===== src/rtl/instr_dispatcher.sv =====
// instr_dispatcher: in-order issue of accelerator instructions to the
// weight, matrix and activation units with dependency and sync waits.
`timescale 1ns/1ps
module instr_dispatcher #(
  parameter int                 CNT_W      = 32,
  parameter int                 INSTR_W    = 32,
  parameter logic [INSTR_W-1:0] INIT_INSTR = '0
) (
  input  logic               clk,
  input  logic               rst,
  input  logic               enable,
  input  logic [INSTR_W-1:0] lab_instr,
  input  logic               lab_valid,
  output logic               lab_busy,
  input  logic               wt_busy,
  input  logic               mm_busy,
  input  logic               act_busy,
  output logic               wt_en,
  output logic               mm_en,
  output logic               act_en,
  output logic [INSTR_W-1:0] unit_instr,
  output logic               halted,
  output logic               illegal,
  output logic [CNT_W-1:0]   retired_cnt
);

  typedef enum logic [1:0] {
    IDLE,
    ISSUE,
    WAIT_ALL,
    HALT
  } state_t;

  typedef enum logic [2:0] {
    C_HALT,
    C_SYNC,
    C_NOP,
    C_WT,
    C_MM,
    C_ACT,
    C_ILL
  } cls_t;

  localparam logic [CNT_W-1:0] CNT_ONE = 1;

  state_t             state;
  logic [INSTR_W-1:0] held;
  logic [7:0]         op;
  cls_t               cls;
  logic               wt_blk;
  logic               mm_blk;
  logic               act_blk;
  logic               wt_free;
  logic               mm_free;
  logic               act_free;
  logic               all_free;

  assign op = held[INSTR_W-1 -: 8];

  // Classify the held opcode; the HALT encoding is carved out of WEIGHT
  always_comb begin
    cls = C_ILL;
    unique case (1'b1)
      (op == 8'hFF):                  cls = C_HALT;
      (op == 8'h01):                  cls = C_SYNC;
      (op == 8'h00):                  cls = C_NOP;
      (op[7] && (op != 8'hFF)):       cls = C_WT;
      (op[7:5] == 3'b001):            cls = C_MM;
      (op[7:3] == 5'b00001):          cls = C_ACT;
      default:                        cls = C_ILL;
    endcase
  end

  // A unit strobed last cycle may not have raised busy yet
  assign wt_free  = !wt_busy  && !wt_blk;
  assign mm_free  = !mm_busy  && !mm_blk;
  assign act_free = !act_busy && !act_blk;
  assign all_free = wt_free && mm_free && act_free;

  assign lab_busy = rst && ((state != IDLE) || !enable);

  // Delayed copy of each strobe, used as the busy-latency blackout
  always_ff @(posedge clk or negedge rst) begin
    if (!rst) begin
      wt_blk  <= 1'b0;
      mm_blk  <= 1'b0;
      act_blk <= 1'b0;
    end else begin
      wt_blk  <= wt_en;
      mm_blk  <= mm_en;
      act_blk <= act_en;
    end
  end

  // Dispatch FSM with registered strobes, counters and status flags
  always_ff @(posedge clk or negedge rst) begin
    if (!rst) begin
      state       <= IDLE;
      held        <= INIT_INSTR;
      unit_instr  <= INIT_INSTR;
      wt_en       <= 1'b0;
      mm_en       <= 1'b0;
      act_en      <= 1'b0;
      illegal     <= 1'b0;
      halted      <= 1'b0;
      retired_cnt <= '0;
    end else begin
      wt_en   <= 1'b0;
      mm_en   <= 1'b0;
      act_en  <= 1'b0;
      illegal <= 1'b0;
      if (enable) begin
        unique case (state)
          IDLE: begin
            if (lab_valid) begin
              held  <= lab_instr;
              state <= ISSUE;
            end
          end
          ISSUE: begin
            unique case (cls)
              C_WT: begin
                if (wt_free) begin
                  wt_en       <= 1'b1;
                  unit_instr  <= held;
                  retired_cnt <= retired_cnt + CNT_ONE;
                  state       <= IDLE;
                end
              end
              C_MM: begin
                if (mm_free && wt_free) begin
                  mm_en       <= 1'b1;
                  unit_instr  <= held;
                  retired_cnt <= retired_cnt + CNT_ONE;
                  state       <= IDLE;
                end
              end
              C_ACT: begin
                if (act_free && mm_free) begin
                  act_en      <= 1'b1;
                  unit_instr  <= held;
                  retired_cnt <= retired_cnt + CNT_ONE;
                  state       <= IDLE;
                end
              end
              C_NOP: begin
                retired_cnt <= retired_cnt + CNT_ONE;
                state       <= IDLE;
              end
              C_SYNC, C_HALT: begin
                state <= WAIT_ALL;
              end
              default: begin
                illegal     <= 1'b1;
                retired_cnt <= retired_cnt + CNT_ONE;
                state       <= IDLE;
              end
            endcase
          end
          WAIT_ALL: begin
            if (all_free) begin
              retired_cnt <= retired_cnt + CNT_ONE;
              if (cls == C_HALT) begin
                halted <= 1'b1;
                state  <= HALT;
              end else begin
                state <= IDLE;
              end
            end
          end
          HALT: begin
            halted <= 1'b1;
          end
          default: begin
            state <= IDLE;
          end
        endcase
      end
    end
  end

endmodule


===== config.mk =====
export PLATFORM = sky130hd
export DESIGN_NAME = instr_dispatcher
export DESIGN_NICKNAME = d
export VERILOG_FILES = /design/src/rtl/instr_dispatcher.sv
export SDC_FILE = /design/constraint.sdc
export NUM_CORES = 1
export LEC_CHECK = 0
export ABC_AREA = 0
export BUFFER_PORTS_ARGS = -buffer_cell sky130_fd_sc_hd__buf_2
export CAP_MARGIN = 20
export CORE_MARGIN = 2
export CORE_UTILIZATION = 35
export DETAILED_ROUTE_END_ITERATION = 8
export GPL_ROUTABILITY_DRIVEN = 0
export GPL_TIMING_DRIVEN = 0
export MAX_ROUTING_LAYER = met4
export PLACE_DENSITY = 0.65
export SYNTH_ARGS = -nofsm -noshare
export SYNTH_HDL_FRONTEND = slang
export SYNTH_SLANG_ARGS = --single-unit

===== constraint.sdc =====
create_clock -name clk -period 6.4 [get_ports clk]
set_input_delay 1.28 -clock clk [delete_from_list [all_inputs] [get_ports clk]]
set_output_delay 1.28 -clock clk [all_outputs]
set_load 0.02 [all_outputs]

**After elaboration in Yosys (flattened, before gate mapping)**

Cells that the tools add are included.

- Eq/ne operators: 23
- Muxes and demuxes: 37
- Reductions and logical operators: 31
- $add $sub $neg: 1

Operator list:

| kind | count |
|---|---|
| two-way mux 32 bit | 7 |
| case mux 32 bit (4 select lines) | 1 |
| case mux 32 bit (3 select lines) | 1 |
| case mux 32 bit (2 select lines) | 1 |
| adder 32 x 1 -> 32 bit (second input constant) | 1 |
| case mux 3 bit (6 select lines) | 1 |
| two-way mux 1 bit | 17 |
| != test 2 bit (second input constant) | 7 |
| AND reduction 7 bit | 2 |
| two-way mux 2 bit | 6 |
| != test 3 bit (second input constant) | 3 |
| == test 8 x 1 -> 1 bit (second input constant) | 1 |
| == test 8 bit (second input constant) | 1 |
| logical AND 1 bit | 8 |
| logical NOT 8 bit | 1 |
| != test 8 bit (second input constant) | 1 |
| case mux 2 bit (4 select lines) | 1 |
| logical NOT 1 bit | 7 |
| == test 3 x 1 -> 1 bit (second input constant) | 2 |
| == test 3 x 2 -> 1 bit (second input constant) | 2 |
| == test 3 bit (second input constant) | 2 |
| case mux 2 bit (3 select lines) | 1 |
| AND reduction 6 bit | 1 |
| nonzero test 2 bit | 3 |
| 12 further kinds | 14 |

- Bits in registers: 106
- Input bits: 39
- Logic and storage cells: 104

**Logic depth before layout (Yosys ltp)**

- Depth after elaboration: 8
- Gate-level depth with buffers: 8

**Worst setup path after synthesis**

OpenSTA, ideal clock, no wires.

- Path kind: input to register
- Start point: input act_busy
- End point: register retired_cnt[11]
- Arrival: 3226 ps
- Path slack: 3094 ps
- Buffers on the path: 1
- Library setup time: 80 ps
- Cell stages on the path: 7
- Required time: 6320 ps
- Cells stage by stage: or4_4 > a32oi_2 > o211ai_2 > or4_1 > buf_6 > nor4_4 > xor2_1

- Cells in the longest elaborated chain, start to end: 5
- Elaborated cells between the ends (all ways): 7

RTL lines:

| element | RTL line | text |
|---|---|---|
| start, declared | 17 | `input logic act_busy,` |
| logical NOT 1 bit (*) | 77 | `assign act_free = !act_busy && !act_blk;` |
| logical AND 1 bit (*) | 77 |  |
| logical AND 1 bit (on tied branches) | 139, 78 |  |
| != test 3 bit (no line) or != test 2 bit (tied branches) | n/a |  |
| AND reduction 7 bit (no line) (*) | n/a |  |
| end signal, assigned | 134 | `retired_cnt <= retired_cnt + CNT_ONE;` |
| end signal, assigned | 142 | `retired_cnt <= retired_cnt + CNT_ONE;` |
| end signal, assigned | 147 | `retired_cnt <= retired_cnt + CNT_ONE;` |
| end, declared | 24 | `output logic [CNT_W-1:0] retired_cnt` |

Mark *: on every way between the ends. The rest lies on a longest branch, timed or not.
A chain may end at the register's enable or synchronous reset.

**Worst setup path in the final report**

- Start point: input rst
- End point: output lab_busy

- Cells in the longest elaborated chain, start to end: 1

RTL lines:

| element | RTL line | text |
|---|---|---|
| start, declared | 10 | `input logic rst,` |
| logical AND 1 bit | 80 | `assign lab_busy = rst && ((state != IDLE) \|\| !enable);` |
| end, declared | 14 | `output logic lab_busy,` |

Every way passes these cells.

==> summary.md <==
| Metric | Value |
|---|---|
| # DRC | `0` |
| F_max | `0.261 GHz` |
| Design area | `5520 um^2` |
| Post-synth net total | `381` |
| Clock sinks | `106` |
| Pin count of the biggest net entering global routing | `58` |
| Avg Vias per Cell | `4.79` |
| EDFF count, synth | `0` |
| CP Launch Type | `input port` |
| Slowest library cell on the worst path | `buf_4` |
| Grt ovf | `0` |
| Crit path kind | `input port to output port` |
| Hold Slack | `374 ps` |
| I/O Pins | `109` |
| YS warnings | `0` |
| Yosys cell types | `38` |
| Area contributors post-synth | `dfrtp_1 60%, mux2_2 16%, xor2_1 3.1%, xnor2_1 3.0%, nand2_1 1.7%` |
| Worst-path cell chain | `buf_4, buf_16, a21boi_0, buf_2` |
| CP max FO | `57` |
| Leading area contributor after synthesis | `dfrtp_1` |
| Post-CTS sizing | `0` |
| CP peak stage delay | `510 ps` |
| Die footprint | `13600 um^2` |
| Post-route clock period utilization | `0.599` |
| Final hold viol count | `0` |
| Final worst setup slack | `2570 ps` |
| Core area | `12500 um^2` |
| DRT Wirelength | `9.28 mm` |
| DRT Pass-1 Iters | `4` |
| Setup_tns | `0 ps` |
| Syn Inst Count | `337` |
| Tot GR Track Use | `0.147` |
| Top_reg_cell synth | `dfrtp_1` |
| Final core occ | `0.441` |
| Max cap viols | `0` |
| Most frequent cells in the layout | `110 x buf_2, 106 x dfrtp_1, 64 x mux2_2` |
| Initial antenna violation count | `0` |
| Placed Area | `5240 um^2` |
| Status | `finished clean` |
| Starting Density | `0.356` |
| RSZ-0062 raised after global routing | `false` |
| Clock Tree Root | `clkbuf_16` |
| Worst VDD drop | `0.328 mV` |
| Endpoints failing setup | `0` |
| Nets@finish | `501` |
| Register area share after synthesis | `0.596` |
| R2R setup slack | `3720 ps` |
| Crit path DAT | `2550 ps` |
| Maximum buffer depth of the clock tree | `2` |
| Slew Limit Headroom | `0.556` |
| Die height | `117 um` |
| Die width | `117 um` |
| Layout cell share with drive strength beyond 1 | `0.432` |
| Fraction of registers with async set/reset | `1.00` |
| CTS buffer count | `9` |
| First-pass GRT wire length | `15.0 mm` |
| Vias in the first global route | `2991` |
| Synth Cell Area | `4450 um^2` |
| Hold Path Class | `flip-flop to flip-flop` |
| Worst Tran Pin Value | `665 ps` |
| Routed via count | `3035` |
| Ant diodes | `0` |
| CTS tree | `done` |
| Pre-CTS setup slack | `2490 ps` |
| CP endpoint kind | `output port` |
| Area Growth Syn to Fin | `23.9%` |
| Yosys top cell area share | `0.596` |
| Pwr dens | `433 nW/um^2` |
| Family with the most delay on the worst path | `buffers and inverters` |
| H-tree levels | `3` |
| Port Buffers | `108` |
| Seq cells post-synth | `106` |
| Clk_skew | `7.56 ps` |
| DR WL/cell | `14.7 um` |
| Hold buffers post-CTS | `0` |
| CP bufs+invs | `3` |
| Number of cell rows | `41` |
| Leak | `2.70 nW` |
| DRT iter0 DRCs | `149` |
| Post-route ant nets | `0` |
| Worst skew pair latency | `350 ps` |
| Detail Placement HPWL | `6.69 mm` |
| Min Tclk post-route | `3830 ps` |
| Setup Fix Bufs, Post-CTS | `0` |
| CTS clk-pin slew, worst paths | `70 ps` |
| Most common cell after layout, fill and taps aside | `buf_2` |
| Syn avg cell area | `13.2 um^2` |
| Max-slew violations | `0` |
| WP data required | `5120 ps` |
metal layers:
metal | GRT usage | vias up | wire [um]
met2 | 0.220 | 84 | 4410
li1 | - | 1427 | -
met3 | 0.0623 | 9 | 712
met1 | 0.181 | 1515 | 4040
met5 | - | - | 0
met4 | 0.0447 | 0 | 121
where the power goes:
group,switching [W],internal [W]
clock network,0.000246,0.000275
logic,0.000433,0.000368
registers,0.000156,0.000911
total,0.000835,0.00155
state kept, by name, summed over array words and instances, names as in the netlist:
register and cells:
illegal 1, wt_en 1, state 2, held 32, retired_cnt 32, halted 1, act_en 1, act_blk 1
wt_blk 1, mm_blk 1, mm_en 1, unit_instr 32
cell type report:
type | count | area (um^2)
timing repair buffer | 109 | 571
clock buffer | 10 | 239
fill | 1229 | 7000
sequential | 106 | 2650
clock inverter | 5 | 38.8
buffer | 9 | 45.0
inverter | 7 | 26.3
multi-input combinational | 215 | 1730
tap | 172 | 215
worst register-to-register path, cell delays in order, from the launching register on:
cell,delay [ps]
dfrtp_1,450
nand4_1,190
o2111a_1,360
or4_1,540
nor3_1,240
clkbuf_1,430
nand4_1,190
xnor2_1,160
synth_stat cells, drive strengths merged, types with 6 or more instances:
cell	instances
dfrtp	106
nor3	13
mux2	64
xor2	16
inv	7
nand4	11
nand2	20
buf	6
xnor2	15
nor2	20
nand3	10
and3	8
path summary, 6_finish.rpt:
kind	start	endpoint	cells after the start
min in group asynchronous	rst	held[14]$_DFFE_PN0P_	1
setup reg to reg	held[29]$_DFFE_PN0P_	retired_cnt[27]$_DFFE_PN0P_	7
setup / recovery	rst	lab_busy	4
max in group asynchronous	rst	retired_cnt[7]$_DFFE_PN0P_	2
hold reg to reg	wt_en$_DFF_PN0_	wt_blk$_DFF_PN0_	0
hold / removal	wt_en$_DFF_PN0_	wt_blk$_DFF_PN0_	0
cell families (layout without fill, tap and decap cells):
logic type | after synthesis | in the layout | synth area share
and+or+nand+nor | 100 | 100 | 0.125
buffers and inverters | 16 | 140 | 0.0160
AOI/OAI and AO/OA | 14 | 14 | 0.0244
muxes | 65 | 65 | 0.164
adders and majority gates | 5 | 5 | 0.0140
xor gates and xnor gates | 31 | 31 | 0.0610
DFF | 106 | 106 | 0.596
through the flow:
stage / std cells / total power, W
floorplan: 337 / 0.00161
global placement: 617 / 0.00185
detailed placement: 618 / 0.00189
CTS: 633 / 0.00243
global route: 633 / 0.00255
finish: 633 / 0.00239
No activity file was read; power rests on OpenSTA's default activity.
